`src/rtl/request_panel.sv`:
```
// request_panel
//
// Input conditioner in front of the elevator controller. Raw, asynchronous,
// bouncing cab / hall-up / hall-down buttons are synchronized and debounced
// per channel. Each accepted press becomes a single-cycle request pulse, and
// the button lamps are driven from the same events. The controller's
// current_floor / door_open feedback clears the lamps of the floor being
// served and suppresses presses for that floor while its door is open.
//
// Ports
//   clk             rising-edge clock
//   reset_n         synchronous active-low reset
//   btn_cab         raw cab buttons, bit f = floor f
//   btn_up          raw hall-up buttons (top-floor bit unused)
//   btn_down        raw hall-down buttons (floor-0 bit unused)
//   current_floor   car position from the controller
//   door_open       controller door-open flag
//   inside_request  one-cycle pulse per accepted cab press
//   call_up         one-cycle pulse per accepted up press
//   call_down       one-cycle pulse per accepted down press
//   lamp_cab/up/down  button lamps

// ---------------------------------------------------------------------------
// request_channel: one button -> synchronizer -> debounce FSM -> pulse + lamp
// ---------------------------------------------------------------------------
// Ports
//   clk, reset_n  clock and synchronous active-low reset
//   raw           asynchronous button level
//   serve         car is at this channel's floor with the door open
//   pulse         registered one-cycle accepted-press pulse
//   lamp          registered button lamp
module request_channel #(
    parameter int DEBOUNCE_CYCLES = 8,
    parameter int CNT_W           = $clog2(DEBOUNCE_CYCLES) + 1
) (
    input  logic clk,
    input  logic reset_n,
    input  logic raw,
    input  logic serve,
    output logic pulse,
    output logic lamp
);

    typedef enum logic [1:0] {
        LOW   = 2'd0,
        CHK_H = 2'd1,
        HIGH  = 2'd2,
        CHK_L = 2'd3
    } db_state_t;

    localparam logic [CNT_W-1:0] CNT_LAST = CNT_W'(DEBOUNCE_CYCLES - 1);

    logic             s1;
    logic             s2;
    db_state_t        state;
    db_state_t        next_state;
    logic [CNT_W-1:0] cnt;
    logic [CNT_W-1:0] next_cnt;
    logic             accept;

    // Debounce: a level change is taken only after the synchronized input
    // has held the new value for the full count; any dropout restarts it.
    always_comb begin
        next_state = state;
        next_cnt   = '0;
        accept     = 1'b0;
        case (state)
            LOW: begin
                if (s2) next_state = CHK_H;
            end
            CHK_H: begin
                if (!s2) begin
                    next_state = LOW;
                end else if (cnt == CNT_LAST) begin
                    next_state = HIGH;
                    accept     = 1'b1;
                end else begin
                    next_cnt = cnt + 1'b1;
                end
            end
            HIGH: begin
                if (!s2) next_state = CHK_L;
            end
            CHK_L: begin
                // Release is debounced the same way but never pulses.
                if (s2) begin
                    next_state = HIGH;
                end else if (cnt == CNT_LAST) begin
                    next_state = LOW;
                end else begin
                    next_cnt = cnt + 1'b1;
                end
            end
            default: begin
                next_state = LOW;
            end
        endcase
    end

    always_ff @(posedge clk) begin
        if (!reset_n) begin
            s1    <= 1'b0;
            s2    <= 1'b0;
            state <= LOW;
            cnt   <= '0;
            pulse <= 1'b0;
            lamp  <= 1'b0;
        end else begin
            s1    <= raw;
            s2    <= s1;
            state <= next_state;
            cnt   <= next_cnt;
            // A press at the floor already being served is swallowed.
            pulse <= accept && !serve;
            // Service clear wins over a new press at the same floor.
            if (serve)       lamp <= 1'b0;
            else if (accept) lamp <= 1'b1;
        end
    end

endmodule

// ---------------------------------------------------------------------------
// request_panel: FLOORS x {cab, up, down} channels
// ---------------------------------------------------------------------------
module request_panel #(
    parameter int FLOORS          = 4,
    parameter int DEBOUNCE_CYCLES = 8,
    parameter int CNT_W           = $clog2(DEBOUNCE_CYCLES) + 1
) (
    input  logic              clk,
    input  logic              reset_n,
    input  logic [FLOORS-1:0] btn_cab,
    input  logic [FLOORS-1:0] btn_up,
    input  logic [FLOORS-1:0] btn_down,
    input  logic [1:0]        current_floor,
    input  logic              door_open,
    output logic [FLOORS-1:0] inside_request,
    output logic [FLOORS-1:0] call_up,
    output logic [FLOORS-1:0] call_down,
    output logic [FLOORS-1:0] lamp_cab,
    output logic [FLOORS-1:0] lamp_up,
    output logic [FLOORS-1:0] lamp_down
);

    // No up call exists at the top floor and no down call at floor 0; those
    // raw inputs are intentionally dropped.
    logic unused_btn_bits;
    assign unused_btn_bits = btn_up[FLOORS-1] ^ btn_down[0];

    for (genvar f = 0; f < FLOORS; f++) begin : g_floor
        localparam logic [1:0] FLOOR_ID = 2'(f);

        logic serve;
        assign serve = door_open && (current_floor == FLOOR_ID);

        request_channel #(
            .DEBOUNCE_CYCLES(DEBOUNCE_CYCLES),
            .CNT_W          (CNT_W)
        ) u_cab (
            .clk    (clk),
            .reset_n(reset_n),
            .raw    (btn_cab[f]),
            .serve  (serve),
            .pulse  (inside_request[f]),
            .lamp   (lamp_cab[f])
        );

        if (f < FLOORS - 1) begin : g_up
            request_channel #(
                .DEBOUNCE_CYCLES(DEBOUNCE_CYCLES),
                .CNT_W          (CNT_W)
            ) u_up (
                .clk    (clk),
                .reset_n(reset_n),
                .raw    (btn_up[f]),
                .serve  (serve),
                .pulse  (call_up[f]),
                .lamp   (lamp_up[f])
            );
        end else begin : g_up_none
            assign call_up[f] = 1'b0;
            assign lamp_up[f] = 1'b0;
        end

        if (f > 0) begin : g_down
            request_channel #(
                .DEBOUNCE_CYCLES(DEBOUNCE_CYCLES),
                .CNT_W          (CNT_W)
            ) u_down (
                .clk    (clk),
                .reset_n(reset_n),
                .raw    (btn_down[f]),
                .serve  (serve),
                .pulse  (call_down[f]),
                .lamp   (lamp_down[f])
            );
        end else begin : g_down_none
            assign call_down[f] = 1'b0;
            assign lamp_down[f] = 1'b0;
        end
    end

endmodule

```
`config.mk`:
```
export PLATFORM = sky130hd
export DESIGN_NAME = request_panel
export DESIGN_NICKNAME = d
export VERILOG_FILES = /design/src/rtl/request_panel.sv
export SDC_FILE = /design/constraint.sdc
export NUM_CORES = 1
export LEC_CHECK = 0
export CAP_MARGIN = 30
export CORE_MARGIN = 1.5
export CORE_UTILIZATION = 49
export DETAILED_ROUTE_END_ITERATION = 10
export GPL_TIMING_DRIVEN = 0
export HOLD_SLACK_MARGIN = 0.03
export PLACE_DENSITY = 0.79
export REMOVE_ABC_BUFFERS = 1
export SETUP_SLACK_MARGIN = 0.15
export SLEW_MARGIN = 20
export SYNTH_ARGS = -nofsm -noshare
export SYNTH_HDL_FRONTEND = slang
export SYNTH_SLANG_ARGS = --single-unit
```
`constraint.sdc`:
```
create_clock -name clk -period 2 [get_ports clk]
set_clock_uncertainty 0.1 [all_clocks]
set_input_delay 0.4 -clock clk [delete_from_list [all_inputs] [get_ports clk]]
set_output_delay 0.4 -clock clk [all_outputs]
set_load 0.1 [all_outputs]
```
Yosys cells after proc, flatten, opt, wreduce, memory -nomap -nowiden. Cells that the tools add are included.

Bits in registers: 100. Bits of input ports: 17. Output and inout bits: 24. Word-level logic and storage cells: 337.

Add/sub/neg operators: 10. Equal/unequal tests: 83. Muxes and demuxes: 140. Bitwise operators: 1. Reduce and logical (&&, ||, !) cells: 43.

Operators by type and width (number): 2-bit two-way mux (60); 4-bit two-way mux (30); 2-bit case mux with 4 select lines (10); 4-bit case mux with 2 select lines (10); 2-bit equality test, second input constant (22); 4-bit by 1-bit adder with 4-bit output, second input constant (10); 4-bit by 3-bit equality test with 1-bit output, second input constant (10); 4-bit AND reduction (10); 1-bit two-way mux (30); 3-bit by 1-bit inequality test with 1-bit output, second input constant (10); 3-bit inequality test, second input constant (10); 2-bit by 1-bit equality test with 1-bit output, second input constant (11); 2-bit zero test (11); 2-bit by 1-bit inequality test with 1-bit output, second input constant (10); 2-bit inequality test, second input constant (10); 1-bit logical AND (14); 2-bit OR reduction (4); 1-bit zero test (4); 1-bit inverter (1).

Logic depth before layout (Yosys ltp). Gate-level depths: netlist (run 1).

Word-level depth: 5. Depth in mapped cells: 4. Gate-level depth less buffers: 4.

By module. Synthesis (run 1) repeated with hierarchy kept, for this count alone.

Cells, all modules: 359. Area, all modules: 3712.3 µm².

By module, submodules not included: request_channel (times used 10, cells an instance 35, area each 364.1 µm²); request_panel (times used 1, cells an instance 9, area each 71.3 µm²).

Worst setup path after synthesis (run 1). OpenSTA, ideal clock, no wires.

Kind: register to register. From: reg g_floor[0].g_up.u_up.cnt[0]. To: reg g_floor[0].g_up.u_up.lamp. Setup time: 0.070 ns. Arrival time: 1.208 ns. Data required time: 1.830 ns. Path slack: 0.622 ns. Cell stages (with the launch flop): 5. Buffers on the path: 0. Cells stage by stage: dfxtp_1 -> ha_1 -> nand4b_2 -> or3b_1 -> a21oi_1.

Word-level cells in the longest chain between the ends: 4.

RTL lines: start: declaration (line 57) `logic [CNT_W-1:0] cnt;`; start signal: assignment (line 112) `cnt <= next_cnt;`; 4-bit by 3-bit equality test with 1-bit output (line 74) `end else if (cnt == CNT_LAST) begin`; 1-bit two-way mux (line 74); 1-bit two-way mux (line 72) `if (!s2) begin`; 1-bit two-way mux (line 67) `case (state)`; end signal: assignment (line 107) `lamp <= 1'b0;`; end signal: assignment (line 116) `if (serve) lamp <= 1'b0;`; end signal: assignment (line 117) `else if (accept) lamp <= 1'b1;`; end: declaration (line 41) `output logic lamp`.

Every way passes these cells. A chain may end at the register's enable or synchronous reset.

Worst setup path after layout (run 1).
From: reg g_floor[0].u_cab.lamp. To: out lamp_cab[0].

RTL lines: start: declaration (line 41); start signal: assignment (line 107); start signal: assignment (line 116); start signal: assignment (line 117); end: declaration (line 141) `output logic [FLOORS-1:0] lamp_cab,`.

No word-level cell between the ends.

==> results of run 1 <==
[metal layers]
layer  GRT usage, %  part of all wire (%)  up-vias
met5              0                     0        -
li1               -                     -     1206
met4           7.01                   1.5        0
met1           17.1                    46     1091
met2           27.0                    48       46
met3           4.57                   4.2        9
[final timing paths]
check	depth (start not counted)	slack, ns	end
worst max register to register	4	0.48	g_floor[1].g_down.u_down.pulse$_SDFF_PN0_
worst max-delay path	1	0.23	lamp_cab[0]
worst min register to register	1	0.34	g_floor[2].g_up.u_up.s2$_SDFF_PN0_
worst min-delay path	1	0.34	g_floor[2].g_up.u_up.s2$_SDFF_PN0_
[area by class of cell]
type	instances	area share, %
Clock buffer	9	2.96
Tap cell	99	2.96
Inverter	21	1.88
Sequential cell	100	47.8
Timing Repair Buffer	34	8.67
Clock inverter	7	1.61
Multi-Input combinational cell	214	34.1
[registers in the layout, summed over array words and instances (netlist names), 4 cells and up, named ones only]
signal,count
g_floor.u_cab.s2,4
g_floor.g_up.u_up.cnt,12
g_floor.u_cab.lamp,4
g_floor.u_cab.s1,4
g_floor.u_cab.cnt,16
g_floor.u_cab.state,4
g_floor.g_down.u_down.cnt,12
g_floor.u_cab.pulse,4
[cells in the mapped netlist]
cell | n | area share, %
ha_1 | 10 | 3.4
nand3_1 | 20 | 2.7
nand4b_1 | 8 | 1.9
nor3_1 | 3 | 0.41
nand4b_2 | 2 | 0.81
xnor2_1 | 10 | 2.4
o21a_1 | 8 | 1.6
a311oi_1 | 6 | 1.4
nor3b_1 | 8 | 1.6
mux2i_1 | 20 | 5.4
a31oi_1 | 3 | 0.51
buf_4 | 24 | 4.9
buf_2 | 1 | 0.14
a21oi_1 | 2 | 0.27
nand2_1 | 3 | 0.31
dfxtp_1 | 100 | 54
conb_1 | 1 | 0.10
clkbuf_1 | 4 | 0.41
a31o_2 | 1 | 0.24
inv_1 | 21 | 2.1
and3_2 | 2 | 0.41
and2_1 | 28 | 4.7
xor2_1 | 10 | 2.4
or3b_1 | 2 | 0.47
and3_1 | 8 | 1.4
nor2_1 | 56 | 5.7
[cell families (layout without fill, tap and decap cells)]
| logic type | after synthesis | in the layout | share of synthesized area, % |
|---|---|---|---|
| flops | 100 | 100 | 54.3 |
| fa+ha+maj | 10 | 10 | 3.39 |
| other cells | 1 | 4 | 0.102 |
| compound gates | 20 | 20 | 4.07 |
| xor+xnor | 20 | 20 | 4.75 |
| simple gates | 140 | 140 | 20.4 |
| buf+inv | 50 | 71 | 7.56 |
| mux | 20 | 20 | 5.43 |
[through the flow]
| step | setup slack, ns | hold slack (ns) | std cells | utilization (%) |
|---|---|---|---|---|
| final | 0.233 | 0.336 | 484 | 57.7 |
| after global routing | 0.164 | 0.344 | 484 | 57.7 |
| after global placement | -1.47 | 0.315 | 468 | 54.7 |
| after detailed placement | -0.491 | 0.318 | 468 | 54.6 |
| after floorplan | 0.575 | 0.312 | 335 | - |
| after CTS | 0.197 | 0.338 | 484 | 57.7 |
[power by group]
group          internal [mW]  leakage [nW]  total (mW)  switching (mW)
combinational         0.0451         0.853       0.118          0.0729
sequential              2.01         0.810        2.03          0.0118
clock                  0.570        0.0910        1.23           0.656
total                   2.63          1.75        3.37           0.741
[repair_timing]
action	CTS	global route
resized for setup	62	0
setup endpoints to repair	32	0
buffers inserted	0	0
==> reports/metrics.csv, run 1 <==
stage;metric;value;unit
setup_path;kind of critical path;reg -> out;
routing;DRT iter0 DRCs;102;
global_routing;initial antenna violation count;0;
clock_tree;clock slew at reported path FFs;0.09;ns
place;PortBufs;34;
hold_path;hold crit path type;reg -> reg;
sta;final sum of negative setup slack;0;ns
setup_path;Worst Path Buf+Inv;1;
clock_tree;CTS tree;yes;
setup_path;Crit path required time;1.50;ns
die;# IOs;41;
setup_path;critical path arrival;1.27;ns
status;outcome;finished clean;
setup_path;Critical Path Max Stage Delay;0.56;ns
clock_tree;hold buffer count at CTS;0;
clock_tree;TritonCTS buffer count;9;
hold_path;Hold Startpoint;g_floor[2].g_up.u_up.s1$_SDFF_PN0_;
setup_path;Max FO, Critical Path;2;
sta;normalized max-slew margin;57.8;%
sta;period utilization;88.4;%
clock_tree;clk sinks;100;
power;Pwr Total;3.37;mW
global_routing;vias in the first global route;2356;
routing;final WL;5600;um
final_layout;Final nets;407;
sta;unrepaired setup endpoints after global routing;no;
power;Cell Pwr Density;805;nW/um^2
place;DP Area;3960;um^2
routing;Pre-antenna DRT Iters;4;
routing;drt wl/cell;11.6;um
global_routing;Remaining Overflow, GRT;0;
synthesis;mean post-synth cell area;10.2;um^2
die;Die Height;89.8;um
clock_tree;H-Tree Depth;3;
synthesis;FF+latch count, synth;100;
synthesis;cell area after synthesis;3690;um^2
final_layout;Syn-to-layout area delta;13.4;%
final_layout;share of cells above drive strength 1;11.2;%
die;Die Area;8060;um^2
power;VDD IR-drop max;0.481;mV
final_layout;most frequent cells in the layout;100 x dfxtp_1, 56 x nor2_1, 28 x and2_1;
setup_path;Setup crit end kind;output pin;
die;Initial Utilization;50.9;%
setup_path;RR Startpoint;g_floor[1].g_down.u_down.cnt[0]$_SDFF_PN0_;
die;Rows;31;
synthesis;register area share after synthesis;54.3;%
global_routing;largest net degree at the start of global routing;42;
die;core region area;7250;um^2
routing;Vias per Instance;4.86;
place;Placer Congestion;0.712;
final_layout;Fill cells;651;
sta;Fin. Hold Viols;0;
final_layout;commonest non-fill, non-tap cell in the layout;dfxtp_1;
setup_path;nature of the critical path startpoint;register;
setup_path;CP delay by family, top;buffers and inverters;
setup_path;Worst Setup SP;g_floor[0].u_cab.lamp$_SDFFE_PP0P_;
run;maxcap violations;0;
sta;Max Freq;566;MHz
global_routing;first-pass GRT wire length;10000;um
clock_tree;Clock Tree Root;clkbuf_8;
sta;endpoints failing setup;0;
sta;Slew Limit Fails;0;
final_layout;# diodes;0;
routing;detailed-route via count;2352;
setup_path;CP max stage cell;clkdlybuf4s15_2;
synthesis;Synth Instances;361;
place;Post-DP HPWL;3840;um
clock_tree;clock buffer depth;2;
synthesis;yosys warns;0;
clock_tree;later-pin clock latency in the skew report;0.36;ns
die;Die X-Extent;89.8;um
power;Pleak;1.75;nW
synthesis;synth unique cells;26;
global_routing;Total GRT Usage;15.4;%
final_layout;area of the multi-input gates;1430;um^2
final_layout;Reg area;2000;um^2
sta;fin crit period;1.77;ns
sta;Worst Tran Pin Value;0.630;ns
routing;Final ANT Viol Nets;0;
final_layout;Final Cell Area;4190;um^2
setup_path;critical-path cell list;clkdlybuf4s15_2;
routing;DRC viols;0;
Note: power is estimated with default switching activity, not from simulation.
==> run 2, diff against run 1 <==
- ABC_CLOCK_PERIOD_IN_PS: default -> 2000
- CTS_CLUSTER_DIAMETER: default -> 40
- MAX_ROUTING_LAYER: default -> met4
==> run 2 against run 1 <==
Net effect:
- combinational power about the same
- count of clock-buffer cells in the layout unchanged
- cell area is the same
- sequential cell count unchanged
- final cell count is the same
- clock power about the same
- setup slack improved by 0.0024 ns
- non-clock buffer count stayed put
- first-iteration DRC count is 22% lower
- via count grew 0.17%
- utilization unchanged
- critical path depth stayed put
- critical endpoint unchanged
==> reports/metrics.csv, run 2 (same netlist as run 1, synthesis figures left out) <==
stage;metric;value;unit;change
setup_path;Max FO, Critical Path;2;;unchanged
clock_tree;later-pin clock latency in the skew report;0.36;ns;about the same
place;Placer Congestion;0.720;;+1.1%
clock_tree;clock buffer depth;2;;unchanged
sta;endpoints failing setup;0;;unchanged
power;Comb power frac;3.5;%;about the same
routing;met3 wire length;217;um;-8.1%
setup_path;critical path arrival;1.26;ns;about the same
final_layout;max FFs per register;16;;unchanged
routing;final WL;5610;um;+0.16%
clock_tree;Clock Tree Root;clkbuf_8;;
die;Rows;31;;unchanged
setup_path;nature of the critical path startpoint;register;;
sta;hold slack;0.335;ns;-0.000180 ns
global_routing;vias in the first global route;2351;;-0.21%
sta;Max Freq;567;MHz;+0.13%
clock_tree;CTS tree;yes;;
routing;DRC viols;0;;unchanged
global_routing;first-pass GRT wire length;10000;um;about the same
routing;met2 wire len;2740;um;+1.3%
routing;Vias per Instance;4.87;;+0.17%
die;Die X-Extent;89.8;um;unchanged
sta;period utilization;88.2;%;-0.12 points
routing;wl on met1;2580;um;+0.27%
sta;Worst Tran Pin Value;0.639;ns;+0.00884 ns
setup_path;Worst Path Buf+Inv;1;;unchanged
run;maxcap violations;0;;unchanged
power;Clock power frac;36.4;%;about the same
power;Pleak;1.75;nW;unchanged
sta;Slew Limit Fails;0;;unchanged
final_layout;Reg area;2000;um^2;unchanged
final_layout;Final nets;407;;unchanged
global_routing;largest net degree at the start of global routing;42;;unchanged
final_layout;commonest non-fill, non-tap cell in the layout;dfxtp_1;;
clock_tree;TritonCTS buffer count;9;;unchanged
final_layout;biggest regs;g_floor.u_cab.cnt (16), g_floor.g_up.u_up.cnt (12), g_floor.g_down.u_down.cnt (12);;
setup_path;CP delay by family, top;buffers and inverters;;
routing;Pre-antenna DRT Iters;6;;+2
setup_path;Levels on crit path;1;;unchanged
final_layout;area of the multi-input gates;1430;um^2;unchanged
power;Net Sw Power;0.741;mW;about the same
die;Die Height;89.8;um;unchanged
final_layout;Biggest register;g_floor.u_cab.cnt;;
clock_tree;clk sinks;100;;unchanged
setup_path;CP max stage cell;clkdlybuf4s15_2;;
routing;DRT iter0 DRCs;80;;-22%
sta;Fin. Hold Viols;0;;unchanged
power;sequential power share;60.1;%;about the same
sta;unrepaired setup endpoints after global routing;no;;
power;P_int;2.63;mW;about the same
setup_path;Critical Path Max Stage Delay;0.56;ns;about the same
place;Post-DP HPWL;3840;um;unchanged
clock_tree;hold buffer count at CTS;0;;unchanged
global_routing;initial antenna violation count;0;;unchanged
power;VDD IR-drop max;0.481;mV;about the same
die;Initial Utilization;50.9;%;unchanged
place;PortBufs;34;;unchanged
clock_tree;CTS resizes;62;;unchanged
setup_path;Reg2Reg Depth;4;;unchanged
final_layout;# diodes;0;;unchanged
power;Cell Pwr Density;805;nW/um^2;about the same
global_routing;Remaining Overflow, GRT;0;;unchanged
die;Die Area;8060;um^2;unchanged
power;Net Sw Frac;22.0;%;about the same
setup_path;kind of critical path;reg -> out;;
final_layout;share of cells above drive strength 1;11.2;%;unchanged
clock_tree;clock slew at reported path FFs;0.09;ns;about the same
status;outcome;finished clean;;
routing;drt wl/cell;11.6;um;+0.16%
setup_path;Setup crit end kind;output pin;;
place;dpl ws;-0.491;ns;unchanged
hold_path;hold crit path type;reg -> reg;;
clock_tree;H-Tree Depth;3;;unchanged
die;core region area;7250;um^2;unchanged
sta;fin worst setup slack;0.235;ns;+0.00236 ns
routing;Final ANT Viol Nets;0;;unchanged
die;# IOs;41;;unchanged
setup_path;critical-path cell list;clkdlybuf4s15_2;;
hold_path;hold depth;1;;unchanged
global_routing;Total GRT Usage;15.8;%;+0.45 points
final_layout;Syn-to-layout area delta;13.4;%;unchanged
sta;normalized max-slew margin;57.2;%;-0.59 points
setup_path;Crit path required time;1.50;ns;about the same
place;Placed Cells;468;;unchanged
sta;fin crit period;1.76;ns;-0.00236 ns
final_layout;Fill cells;651;;unchanged
clock_tree;number of setup buffers added after CTS;0;;unchanged
final_layout;most frequent cells in the layout;100 x dfxtp_1, 56 x nor2_1, 28 x and2_1;;
routing;top routing layer used;met4;;
final_layout;non-filler cells, final;484;;unchanged
routing;detailed-route via count;2356;;+0.17%
## run 2: cell counts in the layout (fill, tap and decap cells not counted)
Identical to the previous run, type by type.
## run 2: path summary, 6_finish.rpt
| check | startpoint | endpoint | slack [ns] |
|---|---|---|---|
| worst max register to register | g_floor[1].g_down.u_down.cnt[0]$_SDFF_PN0_ | g_floor[1].g_down.u_down.pulse$_SDFF_PN0_ | 0.48 |
| worst max-delay path | g_floor[0].u_cab.lamp$_SDFFE_PP0P_ | lamp_cab[0] | 0.24 |
| worst min register to register | g_floor[2].g_up.u_up.s1$_SDFF_PN0_ | g_floor[2].g_up.u_up.s2$_SDFF_PN0_ | 0.34 |
| worst min-delay path | g_floor[2].g_up.u_up.s1$_SDFF_PN0_ | g_floor[2].g_up.u_up.s2$_SDFF_PN0_ | 0.34 |
## run 2: layer usage
metal,vias to the layer above,GRT usage (%)
li1,1208,-
met1,1094,17.1
met2,48,27.0
met3,6,5.08
met4,0,6.22
met5,-,-
## run 2: power by group through the flow
| stage | sequential [mW] | combinational (mW) | clock [mW] |
|---|---|---|---|
| 2_1_floorplan | 2.07 | 0.0682 | 0 |
| 3_3_place_gp | 2.07 | 0.116 | 0 |
| 3_5_place_dp | 2.07 | 0.117 | 0 |
| 4_1_cts | 2.03 | 0.120 | 1.28 |
| 5_1_grt | 2.03 | 0.128 | 1.35 |
| 6_report | 2.03 | 0.118 | 1.23 |
## run 2: metrics by stage
stage          instance area [um^2]  power [mW]  util, %  TNS, ns
2_1_floorplan                  3500        2.14        -        0
3_3_place_gp                   3970        2.19     54.7   -53.90
3_5_place_dp                   3960        2.19     54.6    -5.43
4_1_cts                        4190        3.42     57.7        0
5_1_grt                        4190        3.50     57.7        0
6_report                       4190        3.37     57.7        0
## run 2: area by class of cell
class	count	share of cell area [%]
clock buffer	9	2.96
inverter	21	1.88
timing repair buffer	34	8.67
sequential	100	47.8
tap	99	2.96
clock inverter	7	1.61
multi-input combinational	214	34.1
==> run 3, diff against run 2 <==
==> constraint.sdc (replaced) <==
create_clock -name clk -period 2 [get_ports clk]
set_clock_uncertainty 0.1 [all_clocks]
set_input_delay 0.4 -clock clk [delete_from_list [all_inputs] [get_ports clk]]
set_output_delay 0.4 -clock clk [all_outputs]
set_load 0.05 [all_outputs]
==> run 3 against run 2 <==
Net effect:
- critical path depth unchanged
- first-iteration DRC count increased by 13%
- clock power about the same
- combinational power decreased by 14%
- total power decreased by 0.49%
- sequential cell count unchanged
- sequential share of layout area increased by 0.58 points
- non-clock buffer count unchanged
- worst hold slack about the same
- register-to-register slack about the same
- global-route usage decreased by 0.19 points
- wire length decreased by 0.73%
- highest routed layer unchanged
==> reports/metrics.csv, run 3 (same netlist as run 1, synthesis figures left out) <==
stage;metric;value;unit;change
final_layout;Fill cells;662;;+1.7%
global_routing;met1 usage;16.9;%;-0.27 points
global_routing;vias in the first global route;2334;;-0.72%
clock_tree;clk sinks;100;;unchanged
run;maxcap violations;0;;unchanged
sta;Worst Tran Pin Value;0.636;ns;-0.00266 ns
clock_tree;clock slew at reported path FFs;0.09;ns;about the same
place;Placer Congestion;0.720;;unchanged
place;PortBufs;34;;unchanged
final_layout;most frequent cells in the layout;100 x dfxtp_1, 56 x nor2_1, 28 x and2_1;;
final_layout;biggest regs;g_floor.u_cab.cnt (16), g_floor.g_up.u_up.cnt (12), g_floor.g_down.u_down.cnt (12);;
global_routing;initial antenna violation count;0;;unchanged
setup_path;Setup crit end kind;output pin;;
final_layout;Final nets;407;;unchanged
sta;unrepaired setup endpoints after global routing;no;;
global_routing;first-pass GRT wire length;9920;um;-1.2%
routing;Final ANT Viol Nets;0;;unchanged
global_routing;gr busiest metal;met2;;
sta;Fin. Hold Viols;0;;unchanged
power;VDD IR-drop max;0.482;mV;+0.15%
setup_path;critical path arrival;1.23;ns;-0.03 ns
setup_path;nature of the critical path startpoint;register;;
sta;fin crit period;1.73;ns;-0.0337 ns
clock_tree;later-pin clock latency in the skew report;0.36;ns;about the same
hold_path;hold depth;1;;unchanged
setup_path;Worst Path Buf+Inv;1;;unchanged
routing;Pre-antenna DRT Iters;4;;-2
power;Cell Pwr Density;811;nW/um^2;+0.71%
routing;Vias per Instance;4.86;;about the same
setup_path;Max FO, Critical Path;2;;unchanged
final_layout;# diodes;0;;unchanged
sta;period utilization;86.6;%;-1.7 points
routing;DRC viols;0;;unchanged
final_layout;commonest non-fill, non-tap cell in the layout;dfxtp_1;;
die;core region area;7250;um^2;unchanged
die;Rows;31;;unchanged
setup_path;Reg2Reg Setup Slack;0.48;ns;about the same
die;Die Height;89.8;um;unchanged
routing;detailed-route via count;2354;;-0.085%
clock_tree;CTS tree;yes;;
global_routing;Remaining Overflow, GRT;0;;unchanged
die;Die Area;8060;um^2;unchanged
sta;Max Freq;578;MHz;+1.9%
setup_path;critical-path cell list;dlygate4sd2_1;;
clock_tree;H-Tree Depth;3;;unchanged
routing;DRT iter0 DRCs;90;;+13%
routing;final WL;5570;um;-0.73%
power;Pwr Total;3.35;mW;-0.49%
global_routing;M2 GR Usage;26.7;%;-0.32 points
clock_tree;CTS resizes;22;;-65%
global_routing;M3 GR Usage;5.08;%;unchanged
place;Placed Cells;468;;unchanged
setup_path;CP max stage cell;dlygate4sd2_1;;
final_layout;non-filler cells, final;484;;unchanged
status;outcome;finished clean;;
final_layout;Syn-to-layout area delta;12.1;%;
setup_path;Reg2Reg Depth;4;;unchanged
setup_path;Levels on crit path;1;;unchanged
hold_path;hold crit path type;reg -> reg;;
clock_tree;clock buffer depth;2;;unchanged
setup_path;CP delay by family, top;buffers and inverters;;
place;DP Area;3960;um^2;unchanged
final_layout;post-layout util;57.0;%;-0.69 points
clock_tree;TritonCTS buffer count;9;;unchanged
setup_path;kind of critical path;reg -> out;;
power;Pleak;1.85;nW;+5.2%
final_layout;max FFs per register;16;;unchanged
routing;drt wl/cell;11.5;um;-0.73%
sta;normalized max-slew margin;57.4;%;+0.18 points
global_routing;largest net degree at the start of global routing;42;;unchanged
sta;Slew Limit Fails;0;;unchanged
clock_tree;number of setup buffers added after CTS;0;;unchanged
die;Die X-Extent;89.8;um;unchanged
die;Initial Utilization;50.9;%;unchanged
final_layout;share of cells above drive strength 1;5.97;%;-5.2 points
clock_tree;Clock Tree Root;clkbuf_8;;
global_routing;Total GRT Usage;15.6;%;-0.19 points
place;Post-DP HPWL;3840;um;unchanged
setup_path;Critical Path Max Stage Delay;0.53;ns;-0.03 ns
sta;endpoints failing setup;0;;unchanged
final_layout;Final Cell Area;4140;um^2;-1.2%
final_layout;Biggest register;g_floor.u_cab.cnt;;
setup_path;Crit path required time;1.50;ns;about the same
die;# IOs;41;;unchanged
clock_tree;hold buffer count at CTS;0;;unchanged
-- run 3: cell types whose count changed in the layout (fill, tap and decap cells not counted) --
cell	change
dlygate4sd2_1	+20
clkdlybuf4s15_2	-20
-- run 3: worst paths after layout --
path	start	end
max	g_floor[0].u_cab.lamp$_SDFFE_PP0P_	lamp_cab[0]
min	g_floor[2].g_up.u_up.s1$_SDFF_PN0_	g_floor[2].g_up.u_up.s2$_SDFF_PN0_
max reg2reg	g_floor[1].g_down.u_down.cnt[0]$_SDFF_PN0_	g_floor[1].g_down.u_down.pulse$_SDFF_PN0_
min reg2reg	g_floor[2].g_up.u_up.s1$_SDFF_PN0_	g_floor[2].g_up.u_up.s2$_SDFF_PN0_
-- run 3: layout make-up --
class / count / area (um^2) / area share (%)
Clock buffer: 9 / 124 / 3.00
Sequential cell: 100 / 2000 / 48.4
Tap cell: 99 / 124 / 3.00
Multi-Input combinational cell: 214 / 1430 / 34.5
Inverter: 21 / 78.8 / 1.91
Clock inverter: 7 / 67.6 / 1.63
Timing Repair Buffer: 34 / 313 / 7.56
-- run 3: where the power goes --
part | total, mW | internal (mW) | leakage (nW) | switching [mW]
registers | 2.03 | 2.01 | 0.810 | 0.0118
clock network | 1.23 | 0.571 | 0.0910 | 0.656
logic | 0.102 | 0.0451 | 0.944 | 0.0567
-- run 3: stage by stage --
stage	setup TNS [ns]	worst slack, ns	hold slack, ns
floorplan	0	0.622	0.312
global placement	-53.90	-1.47	0.315
detailed placement	-5.43	-0.491	0.318
CTS	0	0.231	0.338
global route	0	0.186	0.344
finish	0	0.269	0.335
-- run 3: routing by layer --
metal / routed length, um / vias to the layer above
met2: 2690 / 51
li1: - / 1206
met5: 0 / -
met4: 70 / 0
met1: 2570 / 1091
met3: 230 / 6
